File: src/rtl/luces_pkg.sv
// Shared types and helpers for the luces_fader lamp cross-fader.
package luces_pkg;

    typedef enum logic [1:0] {
        StOff     = 2'd0,
        StRising  = 2'd1,
        StOn      = 2'd2,
        StFalling = 2'd3
    } fade_state_t;

    function automatic int unsigned lvl_max(input int unsigned bits);
        return (32'd1 << bits) - 32'd1;
    endfunction

endpackage

File: src/rtl/luces_fader_ch.sv
// One lamp channel: fade FSM, brightness level, duty mapping and PWM output register.
// Build option LUCES_FADER_GAMMA_EN selects square-law duty instead of linear.
module luces_fader_ch
    import luces_pkg::*;
#(
    parameter int unsigned PWM_BITS = 8,
    parameter int unsigned STEP     = 16
) (
    input  logic                clk,
    input  logic                rst,
    input  logic                i_req,
    input  logic                i_tick,
    input  logic [PWM_BITS-1:0] i_pwm_cnt,
    output logic                o_pwm,
    output logic                o_active
);

    localparam logic [PWM_BITS:0] LVL_MAX_X = (PWM_BITS + 1)'(lvl_max(PWM_BITS));
    localparam logic [PWM_BITS:0] STEP_X    = (PWM_BITS + 1)'(STEP);

    fade_state_t         r_state;
    fade_state_t         w_state_d;
    logic [PWM_BITS-1:0] r_level;
    logic [PWM_BITS-1:0] w_level_d;
    logic [PWM_BITS-1:0] w_duty;
    logic [PWM_BITS:0]   w_up;
    logic [PWM_BITS:0]   w_dn;
    logic                r_pwm;
    logic                w_pwm_d;

    // One extra bit so saturation is detected instead of wrapping
    assign w_up = {1'b0, r_level} + STEP_X;
    assign w_dn = {1'b0, r_level} - STEP_X;

`ifdef LUCES_FADER_GAMMA_EN
    logic [2*PWM_BITS-1:0] w_lvl_x;
    logic [2*PWM_BITS-1:0] w_sq;
    assign w_lvl_x = {{PWM_BITS{1'b0}}, r_level};
    assign w_sq    = w_lvl_x * w_lvl_x;
    assign w_duty  = w_sq[2*PWM_BITS-1:PWM_BITS];
`else
    assign w_duty = r_level;
`endif

    always_comb begin
        w_state_d = r_state;
        w_level_d = r_level;
        unique case (r_state)
            StOff: begin
                if (i_req) w_state_d = StRising;
            end
            StRising: begin
                // Direction change takes priority over a coincident ramp tick
                if (!i_req) begin
                    w_state_d = StFalling;
                end else if (i_tick) begin
                    if (w_up >= LVL_MAX_X) begin
                        w_level_d = LVL_MAX_X[PWM_BITS-1:0];
                        w_state_d = StOn;
                    end else begin
                        w_level_d = w_up[PWM_BITS-1:0];
                    end
                end
            end
            StOn: begin
                if (!i_req) w_state_d = StFalling;
            end
            StFalling: begin
                if (i_req) begin
                    w_state_d = StRising;
                end else if (i_tick) begin
                    if (w_dn[PWM_BITS] || (w_dn == '0)) begin
                        w_level_d = '0;
                        w_state_d = StOff;
                    end else begin
                        w_level_d = w_dn[PWM_BITS-1:0];
                    end
                end
            end
            default: begin
                w_state_d = StOff;
            end
        endcase
    end

    always_comb begin
        w_pwm_d = 1'b0;
        unique case (r_state)
            StOff:   w_pwm_d = 1'b0;
            StOn:    w_pwm_d = 1'b1;
            default: w_pwm_d = (i_pwm_cnt < w_duty);
        endcase
    end

    always_ff @(posedge clk) begin
        if (rst) begin
            r_state <= StOff;
            r_level <= '0;
            r_pwm   <= 1'b0;
        end else begin
            r_state <= w_state_d;
            r_level <= w_level_d;
            r_pwm   <= w_pwm_d;
        end
    end

    assign o_pwm    = r_pwm;
    assign o_active = (r_state == StRising) || (r_state == StFalling);

endmodule

File: src/rtl/luces_fader.sv
// Cross-fading PWM lamp driver behind the one-hot sequencer; one channel per lamp.
// Build option LUCES_FADER_GAMMA_EN enables square-law duty in every channel.
module luces_fader
    import luces_pkg::*;
#(
    parameter int unsigned N_LAMPS  = 4,
    parameter int unsigned PWM_BITS = 8,
    parameter int unsigned RAMP_DIV = 1024,
    parameter int unsigned STEP     = 16
) (
    input  logic               clk,
    input  logic               rst,
    input  logic [N_LAMPS-1:0] luces_in,
    output logic [N_LAMPS-1:0] pwm_out,
    output logic               busy
);

    localparam int unsigned DIV_W = (RAMP_DIV > 1) ? $clog2(RAMP_DIV) : 1;

    logic [N_LAMPS-1:0]  r_luces_q;
    logic [DIV_W-1:0]    r_div_cnt;
    logic [PWM_BITS-1:0] r_pwm_cnt;
    logic                r_busy;
    logic                w_tick;
    logic [N_LAMPS-1:0]  w_active;

    assign w_tick = (r_div_cnt == DIV_W'(RAMP_DIV - 1));

    always_ff @(posedge clk) begin
        if (rst) begin
            r_luces_q <= '0;
            r_div_cnt <= '0;
            r_pwm_cnt <= '0;
            r_busy    <= 1'b0;
        end else begin
            r_luces_q <= luces_in;
            r_div_cnt <= w_tick ? '0 : r_div_cnt + DIV_W'(1);
            r_pwm_cnt <= r_pwm_cnt + PWM_BITS'(1);
            r_busy    <= |w_active;
        end
    end

    for (genvar gi = 0; gi < N_LAMPS; gi++) begin : g_ch
        luces_fader_ch #(
            .PWM_BITS (PWM_BITS),
            .STEP     (STEP)
        ) u_ch (
            .clk       (clk),
            .rst       (rst),
            .i_req     (r_luces_q[gi]),
            .i_tick    (w_tick),
            .i_pwm_cnt (r_pwm_cnt),
            .o_pwm     (pwm_out[gi]),
            .o_active  (w_active[gi])
        );
    end

    assign busy = r_busy;

endmodule
File: config.mk
export PLATFORM = sky130hd
export DESIGN_NAME = luces_fader
export DESIGN_NICKNAME = d
export VERILOG_FILES = /design/src/rtl/luces_pkg.sv /design/src/rtl/luces_fader_ch.sv /design/src/rtl/luces_fader.sv
export SDC_FILE = /design/constraint.sdc
export NUM_CORES = 1
export LEC_CHECK = 0
export ABC_AREA = 1
export CORE_ASPECT_RATIO = 2
export CORE_MARGIN = 2
export CORE_UTILIZATION = 30
export DETAILED_ROUTE_END_ITERATION = 8
export SLEW_MARGIN = 0
export SYNTH_ARGS = -nofsm -noshare
export SYNTH_HDL_FRONTEND = slang
export SYNTH_HIERARCHICAL = 1
export SYNTH_SLANG_ARGS = --single-unit
export TNS_END_PERCENT = 100
File: constraint.sdc
create_clock -name clk -period 4.6 [get_ports clk]
set_clock_uncertainty 0.15 [all_clocks]
set_input_delay 1.38 -clock clk [delete_from_list [all_inputs] [get_ports clk]]
set_output_delay 1.38 -clock clk [all_outputs]
set_load 0.03 [all_outputs]
==> flow_summary.ini, run 1 <==
[status]
run_status = completed

[die]
start_util_pct = 30.7
core-area_mm2 = 0.0144
die_w_um = 89.6
fp.dieH_um = 175
die_area_mm2 = 0.0157
row_count = 62
io_pins = 11

[timing]
tns_ns = 0
rsz0062_at_grt = no
max_freq_ghz = 0.326
setup_ws_ns = 1.53
worst_pin_slew_ns = 1.05
slew_headroom_pct = 29.7
min_period_ns = 3.07
slew_viol_final = 0
hold_violations = 0
fin_crit_sh_pct = 66.8
report.final.setup_viol = 0

[routing]
wl_per_cell_um = 12.5
drt_iter0_drc = 201
drc = 0
viasPerCell = 4.79
num_vias = 4077
drtAntennaViolNets = 0
wirelength_um = 10600
drtPass1Iterations = 4

[final_layout]
final_common_cell = nand2_1
area_growth_pct = 12.2
diodes = 0
n_fill_cell = 1550
mostFrequentLayoutCells = 143 x nand2_1, 95 x inv_1, 66 x ha_1
drive_above_1_share_pct = 9.10
final_nets = 730

[setup_path]
slowest_stage = clkdlybuf4s50_1
start_kind = primary input
reg2reg_depth = 8
rr_endpoint = g_ch[3].u_ch/r_level[2]
critical_path_class = primary input to register
setup.worst_path.end = r_div_cnt[6]
worstPathArrival_ns = 3.12
path_cells = clkdlybuf4s50_1 -> inv_1 -> nand2_4 -> nor2_1
critPathCaptureType = register
critPathLaunch = rst
reg2reg_slack_ns = 2.27
worst_ep_required_time_ns = 4.65
path_depth = 4
cpPeakStageDelay_ns = 1.16
timing.rr.start = r_div_cnt[0]
path_delay_family = buffers and inverters
path_max_fanout = 23
critPathBufInv = 2

[global_route]
grt_max_degree = 24
grt_util_all_layers_pct = 14.6
grt_pass1_vias = 4006
antenna_found_initial = 0
grt_first_pass_wirelength_um = 18200
grt-ovfl-total = 0

[place]
pre_cts_slack_ns = 1.14
dp_hpwl_um = 8530
io_buffer_count = 10
gp_congestion = 0.903

[clock_network]
post_cts_buffers = 0
cts_tree = yes
clkSlewWorstSetupHoldPaths_ns = 0.08
numCtsBuffers = 5
cts_resized = 0
htree_levels = 2
cts_hold_buffers = 0
clockBufferDepth = 2
clock_latency_ns = 0.30
cts_root_buffer = clkbuf_16
clock_sinks = 55

[flow_run]
drv_cap = 0

[synth]
syn_nets = 713
synth_top_family_by_area = simple AND/OR/NAND/NOR gates
synth-simple-area-share_pct = 33.9
syn-cell-area_mm2 = 0.00440
synth_fa_ha_area_share_pct = 18.8
synthCells = 641
synth_cell_type_count = 29
synth_top_area_cell = dfxtp_1
synth.yosys.seq_area_share_pct = 25.0
synth-seq-cells = 55
yosys.area.top_type_share_pct = 25.0
synth-compound-area-share_pct = 12.4
yosys-top-cells-area = dfxtp_1 25%, ha_1 19%, nand2_1 12%
synth_mux_area_share_pct = 0
synth_warnings = 6
synth.avg_cell_area_um2 = 6.86
synth-xor-area-share_pct = 1.39

[power_and_ir_drop]
sequentialPowerShare_pct = 36.6
vdd_ir_drop_max_v = 0.000221
intPower_mw = 1.03
power_switching_mw = 0.541
leakage_nw = 2.32
p_per_area_mw_per_mm2 = 319
swShare_pct = 34.3
pwr-share-comb_pct = 31.3
power.share.clock_pct = 32.1

[worst_hold_path]
hp-class = register to register
how the worst min path moves through the flow:
stage                            start            to  slack [ns]  cells past startpoint
after global placement    r_div_cnt[0]  r_div_cnt[0]        0.30                      1
after detailed placement  r_div_cnt[0]  r_div_cnt[0]        0.31                      1
final                     r_div_cnt[0]  r_div_cnt[0]        0.32                      1
after global routing      r_div_cnt[0]  r_div_cnt[0]        0.35                      1
after floorplan           r_div_cnt[0]  r_div_cnt[0]        0.28                      1
after CTS                 r_div_cnt[0]  r_div_cnt[0]        0.32                      1
registers in the layout (all words and copies together), names as in the netlist:
name               count
g_ch.u_ch/r_level     20
r_div_cnt             10
g_ch.u_ch/r_state      8
r_pwm_cnt              8
g_ch.u_ch/o_pwm        4
r_luces_q              4
busy                   1
cell families after synthesis:
group	count (synthesis)
simple gates	314
buf+inv	100
compound gates	99
fa+ha+maj	66
flops	55
xor+xnor	7
power by group through the flow:
| stage | Clock [mW] | Combinational (mW) | Sequential (mW) |
|---|---|---|---|
| finish | 0.506 | 0.493 | 0.577 |
| global route | 0.536 | 0.575 | 0.584 |
| CTS | 0.524 | 0.501 | 0.578 |
| detailed placement | 0 | 0.499 | 0.589 |
| global placement | 0 | 0.495 | 0.589 |
| floorplan | 0 | 0.354 | 0.600 |
cells in the mapped netlist:
master / number
nand2_1: 143
nand3b_2: 1
nand2_2: 12
nand3b_1: 5
a22oi_1: 4
nor3_1: 2
nand4_1: 17
inv_1: 95
inv_2: 4
nor2_2: 12
o21ai_0: 29
a31oi_1: 17
o21ai_1: 4
o21a_1: 4
a21oi_1: 39
nor2_4: 1
nand2_4: 1
xnor2_1: 4
ha_1: 66
a21oi_2: 2
nand3_2: 14
nand3_1: 45
nor4_1: 1
clkbuf_1: 1
or2_2: 4
or2_0: 4
nor2_1: 52
xor2_1: 3
dfxtp_1: 55
worst register-to-register path, delay by kind of cell, from the launching register on:
kind / cells / cell delay (ns)
AOI/OAI and AO/OA: 1 / 0.16
adders and majority gates: 1 / 0.25
buffers and inverters: 2 / 0.48
DFF: 1 / 0.38
and+or+nand+nor: 4 / 0.81
through the flow:
| stage | std cells | area, µm² | util, % | power [mW] | hold slack, ns |
|---|---|---|---|---|---|
| after floorplan | 641 | 4400 | - | 0.954 | 0.279 |
| after global placement | 843 | 4740 | 33.1 | 1.08 | 0.295 |
| after detailed placement | 843 | 4740 | 33.1 | 1.09 | 0.305 |
| after CTS | 851 | 4940 | 34.4 | 1.60 | 0.324 |
| after global routing | 851 | 4940 | 34.4 | 1.70 | 0.345 |
| final | 851 | 4940 | 34.4 | 1.58 | 0.320 |
layer usage:
layer / global-route usage [%] / up-vias / routed length, µm
met5: 0 / - / 0
met3: 1.27 / 22 / 178
met4: 6.78 / 0 / 318
met2: 28.7 / 65 / 6280
li1: - / 2136 / -
met1: 14.4 / 1854 / 3870
cell type report:
type	instances	area, µm²	share of cell area (%)
sequential	55	1100	22.3
timing repair buffer	11	108	2.18
inverter	99	372	7.53
tap	192	240	4.87
clock inverter	3	67.6	1.37
multi-input combinational	486	2920	59.2
clock buffer	5	125	2.53
(Power assumes the default switching activity.)
==> run 2, diff against run 1 <==
- clock period: 4.6 -> 3.2 ns (I/O delays scaled with it)
==> run 2 against run 1 <==
Worst hold slack worse by 0.0067 ns. Sequential cell count stayed put. Worst setup slack worse by 0.72 ns. Combinational power is 46% higher. Final cell count is 0.24% higher. Highest routed layer unchanged.
==> flow_summary.ini, run 2 (synthesis gave the netlist of run 1 again) <==
[die]
fp.dieH_um = 175
die_w_um = 89.6
core-area_mm2 = 0.0144
die_area_mm2 = 0.0157
row_count = 62
start_util_pct = 30.7
io_pins = 11

[timing]
fin_crit_sh_pct = 74.7
min_period_ns = 2.39
hold_slack_ns = 0.313
rsz0062_at_grt = no
setup_ws_ns = 0.808
tns_ns = 0
slew_headroom_pct = 77.4
slew_viol_final = 0
report.final.setup_viol = 0
max_freq_ghz = 0.418
worst_pin_slew_ns = 0.338
hold_violations = 0

[routing]
wl_per_cell_um = 12.6
num_vias = 4070
viasPerCell = 4.77
wirelength_um = 10700
drtPass1Iterations = 4
drt_iter0_drc = 119
drc = 0
drtAntennaViolNets = 0

[setup_path]
worstPathArrival_ns = 1.28
timing.rr.start = r_div_cnt[0]
start_kind = register
critical_path_class = register to output pin
reg2reg_slack_ns = 1.03
critPathCaptureType = output pin
slowest_stage = clkdlybuf4s50_1
reg2reg_depth = 8
cpPeakStageDelay_ns = 0.67
critPathBufInv = 1
path_delay_family = buffers and inverters
path_max_fanout = 1
rr_endpoint = g_ch[2].u_ch/r_level[2]
worst_ep_required_time_ns = 2.09
path_cells = clkdlybuf4s50_1

[final_layout]
top_register = g_ch.u_ch/r_level
reg_top3 = g_ch.u_ch/r_level: 20 flops, r_div_cnt: 10 flops
largest_register_ffs = 20
final_nets = 732
n_fill_cell = 1571
final_common_cell = nand2_1
mostFrequentLayoutCells = 143 x nand2_1, 95 x inv_1, 66 x ha_1
area_growth_pct = 11.6
drive_above_1_share_pct = 9.38
diodes = 0
finalNonFillerCells = 853

[clock_network]
clock_sinks = 55
post_cts_buffers = 0
clkSlewWorstSetupHoldPaths_ns = 0.08
cts_tree = yes
htree_levels = 2
cts_hold_buffers = 0
cts_resized = 0
numCtsBuffers = 5
clockBufferDepth = 2
clock_latency_ns = 0.30
cts_root_buffer = clkbuf_16

[global_route]
grt_max_degree = 20
grt_pass1_vias = 4028
grt_first_pass_wirelength_um = 17700
grt-ovfl-total = 0
grt_util_all_layers_pct = 14.3
antenna_found_initial = 0

[place]
io_buffer_count = 10
dp_hpwl_um = 8590
pre_cts_slack_ns = 0.761
gp_congestion = 0.831
placed_cells = 845

[worst_hold_path]
holdCritStartpoint = r_div_cnt[0]
holdPathEnd = r_div_cnt[0]
holdPathStages = 1
hp-class = register to register

[power_and_ir_drop]
finalPower_mw = 2.14
p_per_area_mw_per_mm2 = 436
vdd_ir_drop_max_v = 0.000302
leakage_nw = 2.31

[flow_run]
drv_cap = 0

[status]
run_status = completed
-- run 2: through the flow --
stage | util, % | area, µm²
after floorplan | - | 4400
after global placement | 33.2 | 4760
after detailed placement | 33.2 | 4760
after CTS | 34.2 | 4910
after global routing | 34.2 | 4910
final | 34.2 | 4910
-- run 2: worst max path at each step --
stage | from | slack [ns] | endpoint | depth (start not counted)
global route | busy | 0.77 | busy | 1
floorplan | r_div_cnt[0] | 1.18 | g_ch[0].u_ch/r_level[2] | 7
finish | g_ch[3].u_ch/o_pwm | 0.81 | pwm_out[3] | 1
global placement | rst | 0.80 | g_ch[1].u_ch/r_level[6] | 6
CTS | g_ch[3].u_ch/o_pwm | 0.79 | pwm_out[3] | 1
detailed placement | rst | 0.76 | g_ch[2].u_ch/r_level[4] | 6
-- run 2: power by group --
part / internal (mW) / switching, mW
Clock: 0.300 / 0.293
Sequential: 0.753 / 0.0768
Combinational: 0.289 / 0.431
-- run 2: final cells by class --
| cell class | count | area [µm²] | share of cell area (%) |
|---|---|---|---|
| flip-flops and latches | 55 | 1100 | 22.4 |
| inverters | 99 | 372 | 7.57 |
| clock inverters | 3 | 27.5 | 0.561 |
| well taps | 192 | 240 | 4.89 |
| multi-input cells | 486 | 2920 | 59.5 |
| clock buffers | 5 | 125 | 2.55 |
| repair buffers | 13 | 123 | 2.50 |
-- run 2: per-layer routing --
| layer | share of wire, % | up-vias | wire length [µm] | global-route usage (%) |
|---|---|---|---|---|
| met3 | 2.0 | 29 | 219 | 1.27 |
| met5 | 0 | - | 0 | 0 |
| li1 | - | 2133 | - | - |
| met2 | 57 | 70 | 6090 | 28.2 |
| met4 | 4.6 | 0 | 494 | 8.21 |
| met1 | 36 | 1838 | 3910 | 13.1 |
==> RTL edit 1, RTL diff (flow settings as in run 2) <==
The option `LUCES_FADER_GAMMA_EN` is turned on by a define.
--- a/src/rtl/luces_fader_ch.sv
+++ b/src/rtl/luces_fader_ch.sv
@@ -1,5 +1,7 @@
 // One lamp channel: fade FSM, brightness level, duty mapping and PWM output register.
 // Build option LUCES_FADER_GAMMA_EN selects square-law duty instead of linear.
+`define LUCES_FADER_GAMMA_EN
+
 module luces_fader_ch
     import luces_pkg::*;
 #(
Function: no difference found for any inputs over 10 cycles, from zero or initial values and one cycle with rst high; that may be too few to reach the edited logic, so the function may still have changed.
==> RTL edit 1 against run 2 <==
  * The run now ends with setup timing left
  * Design area grew to 2.5 times the old value
  * Critical path type is now reg2reg
  * Wire length grew 92%
  * Final cell count grew 120%
  * Sequential power shrank 2%
  * Area after synthesis grew 110%
  * Sequential cell count is the same
  * Total power shrank 2.8%
  * Critical path depth grew 26
  * Setup slack lost 2.3 ns
==> RTL edit 1: results (changes against run 2) <==
status=finished with violations; failing checks=setup timing; Ys Warns=6 (unchanged); Hold Path Class=reg2reg; maximum clock insertion buffer count=2 (unchanged); Max VDD drop=0.244 mV (-19%); Synth cell types=39 (+34%); global-route wire length before repair=36600 um (+110%); layout cells sized above 1=31.2% (+22 points); clk slew on worst S/H paths=0.08 ns (about the same); multiplexer share of the synthesized area=0% (unchanged); CP max FO=5 (+4); hpwl dp=17400 um (+100%); antenna cells=0 (unchanged); post-synthesis async set-or-reset flop share=0% (unchanged); Top Registers=g_ch.u_ch/r_level: 20 flops, r_div_cnt: 10 flops; via count=8231 (+100%); Setup WS post-layout=-1.45 ns (-2.26 ns); vias in the first global route=8257 (+100%); WL per Instance=11.0 um (-12%); GP Congestion=0.825 (-0.71%); total negative setup slack=-5.56 ns (-5.56 ns); initial antenna violation count=0 (unchanged); predominant post-synthesis flop cell=dfxtp_1; H-tree levels=2 (unchanged); endpoints failing setup=4 (+4); WL final=20500 um (+92%); Pleak=0.00638 uW (+180%); Slew @ Worst Pin=0.558 ns (+0.220 ns); placed insts=1843 (+120%); Adder-Cell Fraction of Synth Area=33.6% (+15 points); Area contributors post-synth=ha_1 22%, dfxtp_1 12%, fa_1 11%; CP arrival=4.75 ns (+3.47 ns); DR iter-0 viols=229 (+92%); DR pass1 iterations=5 (+1); # fillers=3136 (+100%); pre-CTS setup slack=-1.72 ns (-2.48 ns); Net count, final=1712 (+130%); Clock Latency Late Sink=0.30 ns (about the same); Root Buffer=clkbuf_16; Port Buffers=10 (unchanged); placed inst area=11700 um^2 (+150%); CTS buffer count=5 (unchanged); Synth Area in Compound Gates=10.2% (-2.2 points); register area share after synthesis=11.9% (-13 points); largest net degree at the start of global routing=18 (-10%); Post-Synth XOR/XNOR Area=7.45% (+6.1 points); Synth top cells by count=273 x inv_1, 252 x nand2_1, 166 x ha_1; Syn Inst Count=1285 (+100%); Mapped Nets=1509 (+110%); all-layer global routing usage=13.3% (-0.96 points)
[RTL edit 1: what timing repair did]
item                       4_1_cts  5_1_grt
resized for setup               60       44
pin swaps                       61       28
setup buffers                    8        2
setup endpoints to repair        4        4
[RTL edit 1: power breakdown]
| group | internal (uW) | switching [uW] | total, uW |
|---|---|---|---|
| clock network | 314 | 278 | 593 |
| registers | 743 | 66.4 | 809 |
| logic | 279 | 401 | 680 |
| total | 1340 | 746 | 2080 |
[RTL edit 1: worst paths after layout]
check	from	to	slack (ns)	cells after the start
setup reg to reg	g_ch[0].u_ch/r_level[2]$_SDFFE_PP0P_	g_ch[0].u_ch/o_pwm$_SDFF_PP0_	-1.45	27
setup / recovery	g_ch[0].u_ch/r_level[2]$_SDFFE_PP0P_	g_ch[0].u_ch/o_pwm$_SDFF_PP0_	-1.45	27
hold reg to reg	r_div_cnt[0]$_SDFF_PP0_	r_div_cnt[0]$_SDFF_PP0_	0.34	1
hold / removal	r_div_cnt[0]$_SDFF_PP0_	r_div_cnt[0]$_SDFF_PP0_	0.34	1
[RTL edit 1: logic make-up (layout without fill, tap and decap cells)]
kind of cell               after synthesis  in the layout
and+or+nand+nor                        478            478
buffers and inverters                  310            514
adders and majority gates              218            218
AOI/OAI and AO/OA                      152            152
xor gates and xnor gates                72             72
DFF                                     55             55
[RTL edit 1: per-layer routing]
metal | GRT usage [%] | vias up | part of all wire [%]
met3 | 0.868 | 11 | 1.2
met5 | 0 | - | 0
met1 | 17.1 | 3734 | 47
met4 | 2.01 | 0 | 0.80
met2 | 24.6 | 62 | 51
li1 | - | 4424 | -
[RTL edit 1: final cells by class]
type                    instances  area [um^2]  area share, %
repair buffers                225         1730           14.0
multi-input cells             920         7760           62.9
clock inverters                 2         16.3          0.132
flip-flops and latches         55         1150           9.30
inverters                     281         1090           8.80
clock buffers                   6          139           1.12
well taps                     372          465           3.77
[RTL edit 1: worst max-delay path: stages, from the launching register on]
cell and delay (ns):
dfxtp_4 0.43, nand2_4 0.08, nand2_2 0.06, nand2_2 0.07
inv_4 0.08, ha_4 0.22, xnor2_2 0.14, inv_1 0.05
ha_1 0.17, a21o_1 0.17, fa_1 0.52, inv_2 0.04
fa_1 0.49, inv_2 0.04, ha_4 0.28, nand2_4 0.06
o21ai_4 0.13, a21oi_2 0.06, o21bai_2 0.17, nand2_1 0.07
nand2_1 0.08, xor2_1 0.15, ha_1 0.25, nand2_2 0.09
nor2_2 0.05, a2111oi_4 0.26, nand2_1 0.10, a21oi_2 0.11
==> RTL edit 2, RTL diff (config.mk and constraints of run 2) <==
Made on the original files. The output `busy` loses its register stage (`r_busy` becomes a continuous assignment).
--- a/src/rtl/luces_fader.sv
+++ b/src/rtl/luces_fader.sv
@@ -31,14 +31,14 @@
             r_luces_q <= '0;
             r_div_cnt <= '0;
             r_pwm_cnt <= '0;
-            r_busy    <= 1'b0;
         end else begin
             r_luces_q <= luces_in;
             r_div_cnt <= w_tick ? '0 : r_div_cnt + DIV_W'(1);
             r_pwm_cnt <= r_pwm_cnt + PWM_BITS'(1);
-            r_busy    <= |w_active;
         end
     end
+
+    assign r_busy = |w_active;
 
     for (genvar gi = 0; gi < N_LAMPS; gi++) begin : g_ch
         luces_fader_ch #(
Behaviour: not the same (a bounded check fails within 4 cycles, from zero or initial values and one cycle with rst high).
==> RTL edit 2 against run 2 <==
  * Total power decreased by 2.7%
  * Sequential cell count decreased by 1
  * Global-route usage increased by 0.38 points
  * Design area decreased by 3.5%
  * Critical path depth increased by 5
  * Setup slack got worse by 0.54 ns
  * Area after synthesis decreased by 3.7%
  * Count of clock-buffer cells in the layout increased by 2
  * Final cell count decreased by 2.8%
  * Wire length decreased by 5.2%
  * First-iteration DRC count increased by 5.0%
==> RTL edit 2: results (changes against run 2) <==
Fin Hold WS=0.320 ns (+0.00696 ns); final core utilization=34.1% (-0.12 points); post-synthesis async set-or-reset flop share=0% (unchanged); Synth top cells by count=143 x nand2_1, 97 x inv_1, 66 x ha_1; Synth cell types=28 (-3.4%); all-layer global routing usage=14.6% (+0.38 points); Area contributors post-synth=dfxtp_1 26%, ha_1 19%, nand2_1 13%; CP arrival=1.82 ns (+0.54 ns); placed inst area=4590 um^2 (-3.5%); register area share after synthesis=25.5% (+0.48 points); FF-to-FF setup slack=1.05 ns (+0.02 ns); Min-Delay Path Depth=1 (unchanged); Top Registers=g_ch.u_ch/r_level: 20 flops, r_div_cnt: 10 flops; met2 wire length=5910 um (-3.0%); Clock Latency Late Sink=0.30 ns (about the same); global-route wire length before repair=17600 um (-0.50%); vias in the first global route=3878 (-3.7%); Mapped Nets=693 (-2.8%); DR iter-0 viols=125 (+5.0%); top-count cell post-synth=nand2_1; initial antenna violation count=0 (unchanged); highest metal used=met4; DR vias/cell=4.71 (-1.3%); WL per Instance=12.2 um (-2.5%); Adder-Cell Fraction of Synth Area=19.5% (+0.71 points); largest net degree at the start of global routing=24 (+20%); Metal-1 WL=3680 um (-5.8%); CP max FO=6 (+5); layout cells sized above 1=7.19% (-2.2 points); multiplexer share of the synthesized area=0% (unchanged); Pleak=0.00209 uW (-9.7%); Root Buffer=clkbuf_16; Max VDD drop=0.227 mV (-25%); GP Congestion=0.932 (+12%); Post-Synth XOR/XNOR Area=2.27% (+0.88 points); status=finished clean; Net count, final=711 (-2.9%); # fillers=1581 (+0.64%); FF-to-FF End=g_ch[2].u_ch/r_level[6]$_SDFFE_PP0P_; Slew headroom=64.1% (-13 points); WL met3=191 um (-13%); Worst R2R Path Depth=8 (unchanged); H-tree levels=2 (unchanged); hpwl dp=8000 um (-6.9%); antenna cells=0 (unchanged); Synth Area in Compound Gates=12.7% (+0.35 points); DR pass1 iterations=5 (+1); hold_sp=r_div_cnt[0]$_SDFF_PP0_
RTL edit 2: repair_timing:
action	CTS	global route
resized for setup	1	0
setup endpoints to repair	1	0
hold buffers	0	0
setup buffers	0	0
RTL edit 2: per-stage QoR:
stage	cells	power (uW)	setup slack (ns)
after detailed placement	821	1540	0.289
after global placement	821	1530	0.331
final	829	2080	0.270
after floorplan	621	1330	0.919
after CTS	829	2120	0.236
after global routing	829	2260	0.0989
RTL edit 2: critical path: stages, from the launching register on:
cell and delay [ns]:
dfxtp_1 0.36, ha_1 0.27, inv_1 0.16, nand2_1 0.14, nor2_1 0.15, nand2_1 0.08, dlygate4sd2_1 0.36
RTL edit 2: kinds of logic (layout without fill, tap and decap cells):
group / Yosys count / in the layout
and+or+nand+nor: 287 / 287
xor gates and xnor gates: 11 / 11
DFF: 54 / 54
adders and majority gates: 66 / 66
AOI/OAI and AO/OA: 99 / 99
buffers and inverters: 104 / 123
RTL edit 2: worst max-delay path by stage:
stage                                                     from                                   end  cells past startpoint
after CTS                 g_ch[1].u_ch/r_state[0]$_SDFFE_PP0P_                                  busy                      6
after global placement    g_ch[1].u_ch/r_state[1]$_SDFFE_PP0P_                                  busy                      6
after floorplan                        r_div_cnt[0]$_SDFF_PP0_  g_ch[0].u_ch/r_level[6]$_SDFFE_PP0P_                      7
final                     g_ch[1].u_ch/r_state[0]$_SDFFE_PP0P_                                  busy                      6
after detailed placement  g_ch[1].u_ch/r_state[0]$_SDFFE_PP0P_                                  busy                      6
after global routing      g_ch[1].u_ch/r_state[0]$_SDFFE_PP0P_                                  busy                      6
RTL edit 2: layout make-up:
type                            instances  area share [%]
Clock inverter                          1           0.106
Multi-Input combinational cell        463            58.5
Clock buffer                            7            3.01
Inverter                              103            8.21
Sequential cell                        54            22.8
Timing Repair Buffer                   12            2.40
Tap cell                              189            4.99
RTL edit 2: where the power goes:
group / total, uW / leakage, uW / switching [uW] / internal [uW]
registers: 811 / 0.000440 / 72.4 / 739
logic: 695 / 0.00158 / 431 / 265
clock network: 576 / 0.0000739 / 264 / 312
total: 2080 / 0.00209 / 767 / 1320
RTL edit 2: per-layer routing:
layer  GRT usage (%)  up-vias
li1                -     2051
met1            13.7     1769
met4            7.77        0
met3            1.48       22
met2            29.5       62
met5               0        -
